File: config.mk
export PLATFORM = sky130hd
export DESIGN_NAME = sd_clk_gen
export DESIGN_NICKNAME = d
export VERILOG_FILES = /design/src/rtl/sd_host_pkg.sv /design/src/rtl/sd_clk_gen.sv
export SDC_FILE = /design/constraint.sdc
export NUM_CORES = 1
export LEC_CHECK = 0
export ABC_AREA = 0
export CORE_MARGIN = 2
export CORE_UTILIZATION = 55
export DETAILED_ROUTE_END_ITERATION = 16
export GPL_TIMING_DRIVEN = 1
export PLACE_DENSITY = 0.84
export SETUP_SLACK_MARGIN = 0.3
export SLEW_MARGIN = 0
export SYNTH_ARGS = -nofsm -noshare
export SYNTH_HDL_FRONTEND = slang
export SYNTH_SLANG_ARGS = --single-unit
File: constraint.sdc
create_clock -name ex_clk -period 11.9 [get_ports ex_clk]
set_input_delay 1.785 -clock ex_clk [delete_from_list [all_inputs] [get_ports ex_clk]]
set_output_delay 1.785 -clock ex_clk [all_outputs]
set_load 0.01 [all_outputs]
File: src/rtl/sd_host_pkg.sv
// rtl/sd_host_pkg.sv - shared SD host types and constants
package sd_host_pkg;

  // SD_CLK generator phase
  typedef enum logic [1:0] {
    STOPPED  = 2'd0,
    RUN_LOW  = 2'd1,
    RUN_HIGH = 2'd2
  } sd_clk_state_e;

  // Identification-mode half-period in ex_clk cycles
  localparam int SD_DEFAULT_DIV = 2;

endpackage

File: src/rtl/sd_clk_gen.sv
// rtl/sd_clk_gen.sv - programmable SD_CLK generator with glitch-free gating and edge strobes
module sd_clk_gen
  import sd_host_pkg::*;
#(
  parameter int DIV_W       = 16,
  parameter int DEFAULT_DIV = SD_DEFAULT_DIV
) (
  input  logic             ex_clk,
  input  logic             reset,
  input  logic [DIV_W-1:0] div_in,
  input  logic             div_load,
  output logic             div_ack,
  input  logic             clk_en,
  output logic             sd_clk,
  output logic             sd_clk_rise,
  output logic             sd_clk_fall,
  output logic             clk_running,
  output logic [DIV_W-1:0] cur_div
);

  localparam logic [DIV_W-1:0] ONE      = {{(DIV_W-1){1'b0}}, 1'b1};
  localparam logic [DIV_W-1:0] DIV_RST  = DIV_W'(DEFAULT_DIV);

  sd_clk_state_e    state, state_nx;
  logic [DIV_W-1:0] cnt, cnt_nx;
  logic [DIV_W-1:0] pend_div;
  logic             pend_vld;
  logic             safe_now;
  logic             fall_edge;
  logic             apply;
  logic             sd_clk_nx;
  logic [DIV_W-1:0] low_m1;
  logic [DIV_W-1:0] high_m1;

  // Safe points, divisor selection and next phase/count
  always_comb begin
    safe_now  = (state == STOPPED) || ((state == RUN_LOW) && (cnt == '0));
    high_m1   = cur_div - ONE;
    // A divisor applied at the start of a low phase governs that whole phase
    low_m1    = (pend_vld && safe_now) ? (pend_div - ONE) : high_m1;
    fall_edge = (state == RUN_HIGH) && (cnt >= high_m1);
    apply     = pend_vld && (safe_now || fall_edge);

    state_nx = state;
    cnt_nx   = cnt;
    case (state)
      STOPPED: begin
        cnt_nx = '0;
        if (clk_en) state_nx = RUN_LOW;
      end
      RUN_LOW: begin
        if (!clk_en) begin
          // Stopping during low just stretches the low level; no glitch
          state_nx = STOPPED;
          cnt_nx   = '0;
        end else if (cnt >= low_m1) begin
          state_nx = RUN_HIGH;
          cnt_nx   = '0;
        end else begin
          cnt_nx = cnt + ONE;
        end
      end
      RUN_HIGH: begin
        // High phase always runs to completion so SD_CLK is never truncated
        if (cnt >= high_m1) begin
          state_nx = RUN_LOW;
          cnt_nx   = '0;
        end else begin
          cnt_nx = cnt + ONE;
        end
      end
      default: begin
        state_nx = STOPPED;
        cnt_nx   = '0;
      end
    endcase
    sd_clk_nx = (state_nx == RUN_HIGH);
  end

  // Phase state, counter, registered clock/strobes and divisor registers
  always_ff @(posedge ex_clk) begin
    if (reset) begin
      state       <= STOPPED;
      cnt         <= '0;
      sd_clk      <= 1'b0;
      sd_clk_rise <= 1'b0;
      sd_clk_fall <= 1'b0;
      clk_running <= 1'b0;
      div_ack     <= 1'b0;
      cur_div     <= DIV_RST;
      pend_div    <= ONE;
      pend_vld    <= 1'b0;
    end else begin
      state       <= state_nx;
      cnt         <= cnt_nx;
      sd_clk      <= sd_clk_nx;
      sd_clk_rise <= sd_clk_nx & ~sd_clk;
      sd_clk_fall <= ~sd_clk_nx & sd_clk;
      clk_running <= (state_nx != STOPPED);
      div_ack     <= apply;
      if (apply) cur_div <= pend_div;
      // A load always lands in pending; it is applied at a later safe point
      if (div_load) begin
        pend_div <= (div_in == '0) ? ONE : div_in;
        pend_vld <= 1'b1;
      end else if (apply) begin
        pend_vld <= 1'b0;
      end
    end
  end

endmodule

Word level (Yosys, flattened, before mapping)
Index checks and enable logic that the tools add are counted.
Storage, ports and cells
  flip-flop bits (word level): 56
  bits in latches: 0
  memory bits (writable): 0
  memory bits (read-only): 0
  bits of input ports: 20
  logic and storage cells: 46
  memories: 0
Operators by class
  add/subtract/negate cells: 3
  multiply operators: 0
  divide/modulo/power cells: 0
  magnitude comparators: 2
  equal/unequal tests: 3
  shifts and indexed selects: 0
  mux-type cells: 13
  bitwise gates (word level): 4
  reduce and logical (&&, ||, !) cells: 11
Operators by type and width (number)
  2-to-1 mux 16 bit: 5
  >= comparator 16 bit: 2
  zero test 16 bit: 2
  case mux 16 bit (2 select lines): 1
  subtractor 16 x 1 -> 16 bit (second input constant): 2
  adder 16 x 1 -> 16 bit (second input constant): 1
  2-to-1 mux 2 bit: 4
  case mux 2 bit (3 select lines): 1
  equality test 2 bit (second input constant): 2
  logical AND 1 bit: 4
  nonzero test 2 bit: 2
  AND 1 bit: 2
  equality test 2 x 1 -> 1 bit (second input constant): 1
  zero test 2 bit: 1
  logical OR 1 bit: 2
  2-to-1 mux 1 bit: 2
  NOT 1 bit: 2

Depth between registers and ports, before layout
Gate-level depths: netlist of run 1.
  depth after elaboration: 12
  depth in mapped cells: 16

Worst setup path after synthesis of run 1
Ideal clock, no wire load.
  kind: register to register
  start: register cnt[0]
  end: register cnt[13]
  setup time: 115 ps
  arrival time: 3799 ps
  required time: 11785 ps
  path slack: 7986 ps
  cell stages (with the launch flop): 16
  buffers on the path: 2
  cells stage by stage: dfxtp_1 -> inv_1 -> ha_1 -> nor4b_1 -> nand4_1 -> a21boi_2 -> buf_2 -> mux2_2 -> ha_1 -> nand4_1 -> or4_1 -> o32a_1 -> and3_4 -> o211ai_4 -> buf_6 -> nor2_2
Between the ends
  word-level cells in the longest chain between the ends: 9
Ends and longest elaborated chain
  from (decl): RTL line sd_clk_gen.sv:25  | logic [DIV_W-1:0] cnt, cnt_nx;
  from (signal assigned): RTL line sd_clk_gen.sv:95  | cnt <= cnt_nx;
  zero test 16 bit: RTL line sd_clk_gen.sv:37  | safe_now = (state == STOPPED) || ((state == RUN_LOW) && (cnt == '0));
  logical AND 1 bit: RTL line sd_clk_gen.sv:37
  logical OR 1 bit: RTL line sd_clk_gen.sv:37
  logical AND 1 bit: RTL line sd_clk_gen.sv:40  | low_m1 = (pend_vld && safe_now) ? (pend_div - ONE) : high_m1;
  2-to-1 mux 16 bit: RTL line sd_clk_gen.sv:40
  >= comparator 16 bit: RTL line sd_clk_gen.sv:56  | end else if (cnt >= low_m1) begin
  2-to-1 mux 16 bit: RTL line sd_clk_gen.sv:56
  2-to-1 mux 16 bit: RTL line sd_clk_gen.sv:52  | if (!clk_en) begin
  case mux 16 bit (2 select lines) (*): RTL line sd_clk_gen.sv:46  | case (state)
Mark *: on every way between the ends. The rest lies on a longest branch, timed or not.
A chain may end at the register's enable or synchronous reset.

Worst setup path in the final report of run 1
  start: register cnt[0]
  end: register cnt[6]
Same word-level chain as after synthesis.

==> results.txt, run 1 <==
----------------------------------------------------
[Critical path]
  Largest driver fanout on the critical path ... 18
  Worst path bufs/invs ... 1
  Critical path startpoint category ... flip-flop
  Family with the most delay on the worst path ... compound AO/OA/AOI/OAI gates
  Data arrival time of the critical path ... roughly 4800 ps
  Cell Chain, Critical Path ... inv_1, ha_1, nor4b_1, nand4_1, a21boi_2, mux2_2, ha_1, nand4_1, or4_1, o32a_1, and3_4, o211ai_4, nor2_1
  Crit path from ... cnt[0]$_SDFF_PP0_
  Critical path class ... reg2reg
  Data required time at the worst endpoint ... 12090 ps
  Critical Path End Type ... flip-flop
  Slowest stage delay, CP ... between 700 and 800 ps
  Library cell contributing the largest single delay on the critical path ... sky130_fd_sc_hd__a21boi_2
  Origin of the critical flop-to-flop path ... cnt[0]$_SDFF_PP0_

[Global routing]
  Global-route wire length before repair ... approximately 15 mm
  Overall global routing resource usage ... approximately 25%
  Overflow after GRT ... 0
  Most utilized layer in the global route result ... met2
  Global-route met3 utilization ... 3.52%
  Met2 Resource Use GR ... 42.9%
  Antenna violations before repair ... 0
  Largest net degree at the start of global routing ... 33
  Met1 track utilization from global routing ... a little under a third
  Number of global-route vias before repair ... roughly 3.2k

[Synthesis]
  Top FF cell, synth ... sky130_fd_sc_hd__dfxtp_1
  Top-area cell type share of the netlist area ... 29.8%
  Leading cell type by number of instances after synthesis ... sky130_fd_sc_hd__dfxtp_1
  Number of warnings issued by yosys ... 0
  Post-synthesis sequential element count ... 56
  Fraction of the mapped netlist area in compound gates ... 8.85%
  Number of enable flip-flop cells after synthesis ... 0
  Async set or reset register ratio after synthesis ... 0%
  Synthesized instance count ... 419
  Number of unique standard cell types used by synthesis ... 58
  Register area share after synthesis ... 29.8%
  Synthesized-area fraction occupied by adder cells ... 13.3%
  Mapped Avg Cell Area ... 8.98 um2
  Cell area after synthesis ... 0.00376 mm2
  Top cells by count, synth ... 56 x sky130_fd_sc_hd__dfxtp_1, 51 x sky130_fd_sc_hd__nand2_1, 42 x sky130_fd_sc_hd__nor2_1, 40 x sky130_fd_sc_hd__ha_1, 32 x sky130_fd_sc_hd__mux2i_1
  Largest area contributor in the netlist ... sky130_fd_sc_hd__dfxtp_1
  Leading cell types by total area after synthesis ... sky130_fd_sc_hd__dfxtp_1 30%, sky130_fd_sc_hd__ha_1 13%, sky130_fd_sc_hd__mux2i_1 8.5%, sky130_fd_sc_hd__nand2_1 5.1%, sky130_fd_sc_hd__xnor2_1 4.9%
  Area share of xor/xnor cells in the synthesized design ... 9.31%
  Basic-gate share of the synthesized area counting and, or, nand and nor cells ... 22.5%
  Dominant combinational cell family by area after synthesis ... simple AND/OR/NAND/NOR gates
  Fraction of synthesized area in multiplexers ... about an eighth
  Synthesized netlist net count ... 479

[Drt]
  Routed wire length ... about 9 mm
  Residual DRC ... 0
  Final ANT Viol Nets ... 0
  Number of DRC markers after the initial detailed-route iteration ... 211
  Average via count per standard cell ... 5.93
  Routed wire length per instance ... around 17 um
  Vias post-DR ... 3189
  Initial DRT Pass Iterations ... 4

[Timing]
  Number of failing setup endpoints in the final timing report ... 0
  Minimum period implied by the final worst setup slack ... 4600 ps
  Fmax ... 217 MHz
  Number of hold-slack violations in the final timing report ... 0
  Fin Setup TNS ... 0 ps
  Max-slew violation count ... 0
  Crit share post-route ... about two fifths
  RSZ-0062 raised after global routing ... false
  Final-layout worst hold slack ... 476 ps
  Tightest slew margin relative to the limit ... 33.6%
  Clock Skews ... 7.77 ps
  Tightest Pin Transition ... 993 ps

[CTS]
  Hold-fix buffers at CTS ... 0
  Count of instances resized after the clock tree is built ... 0
  Clock tree sinks ... between 50 and 60
  TritonCTS clock tree ... built
  Post CTS Setup Buffer Count ... 0
  Number of buffers between clock root and the deepest sink ... 2
  Clock Pin Slew Worst Setup and Hold Paths ... 100 ps
  TritonCTS buffer count ... 5
  Clock Latency Late Sink ... 320 ps
  Count of H-tree levels built during CTS ... 2
  Root buf cell ... sky130_fd_sc_hd__clkbuf_8

[Run]
  # Max-Cap Violations ... 0

[Status]
  Result of the run ... complete, no violations

[Hold path]
  Hold wc startpoint ... sd_clk$_SDFF_PP0_
  Hold WC Path Type ... reg2reg

[Die]
  DIE HEIGHT ... 86.7 um
  Number of I/O pins ... 41
  Standard-cell rows ... 30
  Area enclosed by the die boundary ... 0.00752 mm2
  Effective utilization at floorplan ... a little under three fifths
  Area of the core region ... 0.00672 mm2
  Chip Width ... 86.7 um

[Placement]
  Final estimated routing congestion in global placement ... 0.848
  Number of placed instances with taps included ... 530
  Number of buffers inserted by port buffering ... 40
  DPL Wire Length ... 6.61 mm

[Finish]
  Ratio of cells with drive above 1 in the final layout ... 10.9%
  Number of diodes added for antenna fixing ... 0
  Count of nets after finishing ... roughly 520
  Final Instance Count excl. Fillers ... 538
  Area growth from synthesis to layout ... 15.4%

[Power and ir drop]
  Worst IR Drop VDD ... 0.0000697 V
  Total power per unit cell area ... roughly 110 mW/mm2
  Static leakage ... 0.00171 uW

----------------------------------------------------
==> layout make-up <==
type | count | area [um2]
multi-input combinational | 336 | 2510
clock buffer | 7 | 96.3
clock inverter | 1 | 30.0
timing repair buffer | 43 | 423
fill | 533 | 2380
sequential | 56 | 1120
inverter | 15 | 56.3
tap | 80 | 100
==> power by group <==
group	switching, uW	internal [uW]	leakage (uW)	total [uW]
Sequential	9.83	194	0.000456	204
Combinational	60.5	54.4	0.00119	115
Clock	65.1	74.4	0.0000645	139
==> logic make-up (layout without fill, tap and decap cells) <==
group           count (synthesis)  count (layout)
compound gates                 43              43
fa+ha+maj                      40              40
flops                          56              56
mux                            46              46
xor+xnor                       40              40
buf+inv                        27              66
simple gates                  167             167
==> metrics by stage <==
stage | power (uW) | setup WS (ps) | cell area (um2) | util, %
6_report | 458 | 7300 | 4340 | 64.6
5_1_grt | 477 | 7020 | 4340 | 64.6
4_1_cts | 457 | 7310 | 4340 | 64.6
3_5_place_dp | 319 | 7350 | 4220 | 62.7
3_3_place_gp | 314 | 7510 | 4220 | 62.7
2_1_floorplan | 286 | 7990 | 3760 | -
==> per-layer routing <==
metal | vias up | part of all wire [%]
li1 | 1557 | -
met1 | 1500 | 42
met2 | 99 | 49
met3 | 33 | 4.2
met4 | 0 | 4.4
met5 | - | 0
==> state kept, by name (all words and copies together), names as in the netlist <==
| signal | count |
|---|---|
| clk_running | 1 |
| cnt | 16 |
| cur_div | 16 |
| div_ack | 1 |
| pend_div | 16 |
| pend_vld | 1 |
| sd_clk | 1 |
| sd_clk_fall | 1 |
| sd_clk_rise | 1 |
| state | 2 |
==> worst paths after layout <==
path,endpoint,slack (ps),cells after the start
min,sd_clk_rise$_SDFF_PP0_,480,1
max reg2reg,cnt[6]$_SDFF_PP0_,7300,13
max,cnt[6]$_SDFF_PP0_,7300,13
min reg2reg,sd_clk_rise$_SDFF_PP0_,480,1
==> cell usage in the layout, fill, tap and decap left out, drive strengths merged, types with 2 or more instances in the layout <==
cell type,synthesis,layout
nor3,13,13
or2,2,2
a211oi,3,3
xor2,19,19
nand2,53,53
clkbuf,6,7
or3,2,2
ha,40,40
o21a,4,4
nor2,52,52
a31oi,2,2
mux2,14,14
nand3,7,7
dfxtp,56,56
nand4,9,9
nor4b,3,3
xnor2,21,21
o211ai,2,2
and3,2,2
a41oi,4,4
inv,15,15
buf,6,3
nor4,12,12
mux2i,32,32
nand2b,5,5
a21oi,12,12
clkdlybuf4s50,0,40
or4,3,3
o21ai,7,7
Power figures use the tool's default switching activity.
==> run 2: changes to the inputs <==
- clock period: 11.9 -> 4.3 ns (I/O delays scaled with it)
==> run 2 against run 1 <==
  * Cell area up 10%
  * Worst hold slack got worse by 1.6 ps
  * Sequential share of layout area is 2.3 points lower
  * Critical endpoint is now sd_clk_fall$_SDFF_PP0_
  * Non-clock buffer count is 31 higher
  * Fmax grew 12%
  * Sequential power rose to 2.8 times the previous value
==> results.txt, run 2 (same netlist as run 1, synthesis figures left out) <==
----------------------------------------------------
[Status]
  Result of the run ... complete, no violations

[Finish]
  Most common library cell in the layout ignoring fill and taps ... sky130_fd_sc_hd__dfxtp_1
  Count of nets after finishing ... 548 (+6.0%)
  Fill cell instance count of the final layout ... 444 (-17%)
  Ratio of cells with drive above 1 in the final layout ... 22.3% (+11 points)
  Largest registers ... cnt x16, cur_div x16, pend_div x16
  Number of diodes added for antenna fixing ... 0 (unchanged)
  Highest-count cells in the layout ignoring fill and taps ... 51 x sky130_fd_sc_hd__dfxtp_1, 49 x sky130_fd_sc_hd__nand2_1, 40 x sky130_fd_sc_hd__clkdlybuf4s50_1
  Area growth from synthesis to layout ... 27.4%
  Final standard cell area without fillers ... 0.00479 mm2 (+10%)

[Critical path]
  Library cell contributing the largest single delay on the critical path ... sky130_fd_sc_hd__or4_4
  Slowest stage delay, CP ... 570 ps (-200 ps)
  Critical path class ... reg2reg
  Critical Path End Type ... flip-flop
  Worst R2R Path Depth ... 13 (unchanged)
  Most common cell on crit path ... sky130_fd_sc_hd__nand4_1
  Largest driver fanout on the critical path ... 7 (-11)
  Setup slack of the worst register-to-register path ... 210 ps (-7090 ps)
  Critical path startpoint category ... flip-flop
  Origin of the critical flop-to-flop path ... state[0]$_SDFF_PP0_
  Cell Chain, Critical Path ... ha_2, nor4b_2, nand4_1, a21boi_4, buf_12, mux2_2, ha_1, nand4_1, or4_4, o32a_1, a41oi_2, nand2_2, o311a_1
  RR Endpoint ... sd_clk_fall$_SDFF_PP0_
  Data arrival time of the critical path ... 4300 ps (-490 ps)
  Data required time at the worst endpoint ... 4510 ps (-7580 ps)
  Crit path from ... state[0]$_SDFF_PP0_
  Worst setup path endpoint ... sd_clk_fall$_SDFF_PP0_

[Global routing]
  Largest net degree at the start of global routing ... 24 (-27%)
  Number of global-route vias before repair ... 3435 (+6.7%)
  Global-route wire length before repair ... 16.2 mm (+10%)
  Overflow after GRT ... 0 (unchanged)
  Overall global routing resource usage ... 27.1% (+2.0 points)
  Antenna violations before repair ... 0 (unchanged)

[Drt]
  Routed wire length ... 9.96 mm (+12%)
  Residual DRC ... 0 (unchanged)
  Number of DRC markers after the initial detailed-route iteration ... 169 (-20%)
  Final ANT Viol Nets ... 0 (unchanged)
  M1 wire length ... 4.10 mm (+9.5%)
  Detailed route wirelength on metal3 ... 549 um (+48%)
  Vias post-DR ... 3402 (+6.7%)
  Initial DRT Pass Iterations ... 5 (+1)
  Average via count per standard cell ... 5.98 (+0.87%)
  Top routing layer in use ... met4
  Routed wire length per instance ... 17.5 um (+5.9%)
  Length of routed met2 wiring ... 5.04 mm (+15%)

[Hold path]
  Hold WC Path Type ... reg2reg

[CTS]
  Clock tree sinks ... 56 (unchanged)
  Count of H-tree levels built during CTS ... 2 (unchanged)
  TritonCTS clock tree ... built
  Root buf cell ... sky130_fd_sc_hd__clkbuf_8
  TritonCTS buffer count ... 5 (unchanged)
  Clock Latency Late Sink ... 320 ps (about the same)
  Clock Pin Slew Worst Setup and Hold Paths ... 100 ps (about the same)
  Hold-fix buffers at CTS ... 0 (unchanged)
  Number of buffers between clock root and the deepest sink ... 2 (unchanged)

[Timing]
  Crit share post-route ... 95.2% (+57 points)
  Max-slew violation count ... 0 (unchanged)
  Number of hold-slack violations in the final timing report ... 0 (unchanged)
  Minimum period implied by the final worst setup slack ... 4090 ps (-507 ps)
  Tightest slew margin relative to the limit ... 32.3% (-1.3 points)
  Number of failing setup endpoints in the final timing report ... 0 (unchanged)
  Fmax ... 244 MHz (+12%)
  Tightest Pin Transition ... 1010 ps (+19.1 ps)
  Final-layout worst hold slack ... 475 ps (-1.60 ps)
  RSZ-0062 raised after global routing ... true
  Fin Setup TNS ... 0 ps (unchanged)
  Worst setup slack after layout ... 206 ps (-7090 ps)
  Clock Skews ... 10.3 ps (+2.51 ps)

[Power and ir drop]
  Overall power ... 1310 uW (+180%)
  Worst IR Drop VDD ... 0.000175 V (+150%)
  Static leakage ... 0.00192 uW (+12%)
  Total power per unit cell area ... 272 mW/mm2 (+160%)

[Die]
  Chip Width ... 86.7 um (unchanged)
  Number of I/O pins ... 41 (unchanged)
  DIE HEIGHT ... 86.7 um (unchanged)
  Area enclosed by the die boundary ... 0.00752 mm2 (unchanged)
  Effective utilization at floorplan ... 56.0% (unchanged)
  Standard-cell rows ... 30 (unchanged)
  Area of the core region ... 0.00672 mm2 (unchanged)

[Placement]
  Number of buffers inserted by port buffering ... 40 (unchanged)
  DPL Wire Length ... 6.82 mm (+3.3%)
  Dpl ws ... -11.0 ps (-7360 ps)
  Total cell area at the placement stage ... 0.00430 mm2 (+2.1%)
  Final estimated routing congestion in global placement ... 0.868 (+2.3%)

[Run]
  # Max-Cap Violations ... 0 (unchanged)

----------------------------------------------------
-- run 2: routing by layer --
metal  vias to the layer above  global-route usage (%)
met4                         0                    9.94
met1                      1619                    32.6
met5                         -                       0
li1                       1633                       -
met2                       121                    48.0
met3                        29                    4.67
-- run 2: worst min path at each step --
stage,cells after the start,startpoint,to,slack (ps)
2_1_floorplan,1,cnt[0]$_SDFF_PP0_,cnt[0]$_SDFF_PP0_,450
3_3_place_gp,1,sd_clk$_SDFF_PP0_,sd_clk_rise$_SDFF_PP0_,450
3_5_place_dp,1,sd_clk$_SDFF_PP0_,sd_clk_rise$_SDFF_PP0_,450
4_1_cts,1,sd_clk$_SDFF_PP0_,sd_clk_rise$_SDFF_PP0_,470
5_1_grt,1,sd_clk$_SDFF_PP0_,sd_clk_rise$_SDFF_PP0_,510
6_report,1,sd_clk$_SDFF_PP0_,sd_clk_rise$_SDFF_PP0_,470
-- run 2: timing repair --
action                                  in CTS  in global routing
hold endpoints to repair                     0                  0
resized for setup                           17                 27
endpoints found under the setup margin      22                 38
pin swaps                                   16                 22
gates cloned                                 0                  1
setup buffers                               15                  5
-- run 2: through the flow --
stage | utilization, % | instances
global route | 71.3 | 569
floorplan | - | 419
finish | 71.3 | 569
detailed placement | 64.0 | 540
CTS | 68.9 | 563
global placement | 64.0 | 540
-- run 2: critical path: cells and delay by family (launching register included) --
kind | cells | cell delay, ps
multiplexers | 1 | 340
AO/OA/AOI/OAI | 4 | 1270
AND/OR/NAND/NOR | 5 | 1240
adder cells (fa/ha/maj) | 2 | 530
flip-flops | 1 | 450
buffers and inverters | 1 | 150
-- run 2: report_power, final --
part	switching (uW)	total [uW]	internal, uW
Clock	180	353	173
Combinational	193	390	196
Sequential	26.7	563	537
Total	400	1310	906
-- run 2: final cells by class --
cell class	instances	area, um2	area share, %
clock inverter	2	35.0	0.731
sequential	56	1130	23.6
timing repair buffer	74	698	14.6
multi-input combinational	336	2700	56.4
tap	80	100	2.09
inverter	15	56.3	1.17
clock buffer	6	72.6	1.51
==> run 3: changes to the inputs <==
- GPL_ROUTABILITY_DRIVEN: not set -> 0
==> run 3 against run 2 <==
  * Sequential share of layout area is 0.15 points lower
  * Critical path depth is 1 higher
  * Worst hold slack better by 6.2 ps
  * Critical endpoint is now cnt[15]$_SDFF_PP0_
  * Combinational power is 12% higher
  * Critical path type unchanged
  * Cell area is 0.52% higher
  * First-iteration DRC count is 100% higher
  * Global-route usage is 0.73 points higher
  * Total power is 4.6% higher
  * Clock power is 3% higher
  * Setup slack worse by 130 ps
  * Register-to-register slack worse by 130 ps
==> results.txt, run 3 (same netlist as run 1, synthesis figures left out) <==
----------------------------------------------------
[Timing]
  Tightest Pin Transition ... 1040 ps (+22.7 ps)
  Crit share post-route ... 98.1% (+2.9 points)
  Minimum period implied by the final worst setup slack ... 4220 ps (+126 ps)
  RSZ-0062 raised after global routing ... true
  Tightest slew margin relative to the limit ... 30.8% (-1.5 points)
  Fin Setup TNS ... 0 ps (unchanged)
  Number of failing setup endpoints in the final timing report ... 0 (unchanged)
  Clock Skews ... 15.7 ps (+5.46 ps)
  Fmax ... 237 MHz (-3.0%)
  Max-slew violation count ... 0 (unchanged)
  Number of hold-slack violations in the final timing report ... 0 (unchanged)

[Finish]
  Most common library cell in the layout ignoring fill and taps ... sky130_fd_sc_hd__dfxtp_1
  Final Util ... 71.7% (+0.37 points)
  Highest-count cells in the layout ignoring fill and taps ... 52 x sky130_fd_sc_hd__dfxtp_1, 49 x sky130_fd_sc_hd__nand2_1, 41 x sky130_fd_sc_hd__nor2_1
  Number of diodes added for antenna fixing ... 0 (unchanged)
  Area taken by multi-input logic gates ... 0.00268 mm2 (-0.88%)
  Register cell area after layout ... 0.00113 mm2 (-0.11%)
  Largest registers ... cnt x16, cur_div x16, pend_div x16
  Fill cell instance count of the final layout ... 435 (-2.0%)
  Area growth from synthesis to layout ... 28.1%
  Ratio of cells with drive above 1 in the final layout ... 22.0% (-0.25 points)
  Count of nets after finishing ... 549 (+0.18%)

[Global routing]
  Overflow after GRT ... 0 (unchanged)
  Overall global routing resource usage ... 27.8% (+0.73 points)
  Global-route wire length before repair ... 16.5 mm (+1.5%)
  Antenna violations before repair ... 0 (unchanged)
  Number of global-route vias before repair ... 3471 (+1.0%)
  Largest net degree at the start of global routing ... 24 (unchanged)

[Critical path]
  RR Endpoint ... cnt[15]$_SDFF_PP0_
  Data required time at the worst endpoint ... 4510 ps (about the same)
  Worst R2R Path Depth ... 14 (+1)
  Largest driver fanout on the critical path ... 16 (+9)
  Most common cell on crit path ... sky130_fd_sc_hd__nor2_1
  Data arrival time of the critical path ... 4430 ps (+130 ps)
  Origin of the critical flop-to-flop path ... pend_div[2]$_SDFFE_PP0P_
  Cell Chain, Critical Path ... nor2_1, nand4b_1, buf_4, nor4_1, xnor2_1, mux2_2, ha_1, nand4_1, or4_4, o32a_1, and3_4, o211ai_4, buf_12, nor2_1
  Worst setup path endpoint ... cnt[15]$_SDFF_PP0_
  Critical Path End Type ... flip-flop
  Critical path class ... reg2reg
  Family with the most delay on the worst path ... simple AND/OR/NAND/NOR gates
  Slowest stage delay, CP ... 590 ps (+20 ps)
  Path length in cells of the critical path ... 14 (+1)
  Setup slack of the worst register-to-register path ... 80 ps (-130 ps)
  Critical path startpoint category ... flip-flop
  Worst path bufs/invs ... 2 (+1)
  Crit path from ... pend_div[2]$_SDFFE_PP0P_
  Library cell contributing the largest single delay on the critical path ... sky130_fd_sc_hd__or4_4

[Status]
  Result of the run ... complete, no violations

[CTS]
  Clock tree sinks ... 56 (unchanged)
  TritonCTS clock tree ... built
  Hold-fix buffers at CTS ... 0 (unchanged)
  Number of buffers between clock root and the deepest sink ... 2 (unchanged)
  Clock Latency Late Sink ... 320 ps (about the same)
  Count of H-tree levels built during CTS ... 2 (unchanged)
  TritonCTS buffer count ... 5 (unchanged)
  Clock Pin Slew Worst Setup and Hold Paths ... 110 ps (about the same)
  Root buf cell ... sky130_fd_sc_hd__clkbuf_8

[Power and ir drop]
  Worst IR Drop VDD ... 0.000211 V (+21%)
  Internal power component ... 929 uW (+2.5%)
  Part of the total power dissipated in the clock network ... 26.7% (-0.3 points)
  Share of power burned in registers ... 41.4% (-1.7 points)
  Static leakage ... 0.00195 uW (+1.2%)
  Sw Pwr ... 438 uW (+9.6%)
  Portion of total power attributed to combinational logic ... 32.0% (+2.2 points)
  Total power per unit cell area ... 284 mW/mm2 (+4.1%)
  Switching Share ... 32.1% (+1.4 points)

[Run]
  # Max-Cap Violations ... 0 (unchanged)

[Drt]
  Vias post-DR ... 3724 (+9.5%)
  Initial DRT Pass Iterations ... 7 (+2)
  Average via count per standard cell ... 6.53 (+9.3%)
  Routed wire length ... 11.6 mm (+16%)
  Final ANT Viol Nets ... 0 (unchanged)
  Number of DRC markers after the initial detailed-route iteration ... 343 (+100%)
  Residual DRC ... 0 (unchanged)
  Routed wire length per instance ... 20.3 um (+16%)

[Die]
  DIE HEIGHT ... 86.7 um (unchanged)
  Number of I/O pins ... 41 (unchanged)
  Area of the core region ... 0.00672 mm2 (unchanged)
  Effective utilization at floorplan ... 56.0% (unchanged)
  Standard-cell rows ... 30 (unchanged)
  Chip Width ... 86.7 um (unchanged)
  Area enclosed by the die boundary ... 0.00752 mm2 (unchanged)

[Placement]
  DPL Wire Length ... 6.75 mm (-1.1%)
  Number of buffers inserted by port buffering ... 40 (unchanged)

[Hold path]
  Hold WC Path Type ... reg2reg

----------------------------------------------------
==> run 3: changes by cell type in the layout (fill, tap and decap cells not counted), moves of 2 or more <==
cell,delta
sky130_fd_sc_hd__buf_4,-2
sky130_fd_sc_hd__nor2_4,-9
sky130_fd_sc_hd__clkinv_4,+2
sky130_fd_sc_hd__nor2_2,+5
sky130_fd_sc_hd__nor2_1,+4
==> run 3: layout make-up <==
| cell class | count | share of cell area [%] |
|---|---|---|
| repair buffers | 75 | 15.3 |
| well taps | 80 | 2.08 |
| flip-flops and latches | 56 | 23.4 |
| clock buffers | 5 | 1.43 |
| inverters | 15 | 1.17 |
| multi-input cells | 336 | 55.6 |
| clock inverters | 3 | 0.987 |
==> run 3: routing by layer <==
metal	up-vias	GRT usage (%)	routed length (um)
li1	1627	-	-
met3	88	6.29	893
met1	1777	33.6	4290
met2	232	46.6	5700
met4	0	13.2	686
met5	-	0	0
==> run 3: power by group through the flow <==
stage	Combinational, uW	Sequential (uW)	Clock, uW
global placement	299	573	0
global route	458	568	383
CTS	354	562	363
finish	437	565	365
detailed placement	311	575	0
floorplan	219	572	0
==> run 3: how the worst min path moves through the flow <==
stage                                  from                endpoint  slack, ps  cells after the start
after CTS                 sd_clk$_SDFF_PP0_  sd_clk_rise$_SDFF_PP0_        470                      1
after floorplan           cnt[0]$_SDFF_PP0_       cnt[0]$_SDFF_PP0_        450                      1
after global placement    sd_clk$_SDFF_PP0_  sd_clk_rise$_SDFF_PP0_        450                      1
after global routing      sd_clk$_SDFF_PP0_  sd_clk_rise$_SDFF_PP0_        490                      1
final                     sd_clk$_SDFF_PP0_  sd_clk_rise$_SDFF_PP0_        480                      1
after detailed placement  sd_clk$_SDFF_PP0_  sd_clk_rise$_SDFF_PP0_        440                      1
==> run 3: stage by stage <==
step	total power (uW)	cells	area, um2	setup slack (ps)	hold WS [ps]
final	1370	570	4820	80.3	481
after global routing	1410	570	4820	5.08	491
after CTS	1280	563	4610	234	472
after detailed placement	886	540	4300	69.1	443
after global placement	873	540	4300	198	447
after floorplan	791	419	3760	386	450
==> run 3: worst reg2reg max path, delay by kind of cell, from the launching register on <==
kind | cells | cell delay [ps]
buffers and inverters | 2 | 380
AOI/OAI and AO/OA | 2 | 590
muxes | 1 | 300
adders and majority gates | 1 | 330
xor gates and xnor gates | 1 | 170
and+or+nand+nor | 7 | 1960
DFF | 1 | 390
==> run 3: what timing repair did <==
item	4_1_cts	5_1_grt
gates resized for setup	13	25
gates cloned	0	2
buffers inserted	15	5
pin swaps	12	12
setup endpoints to repair	21	40
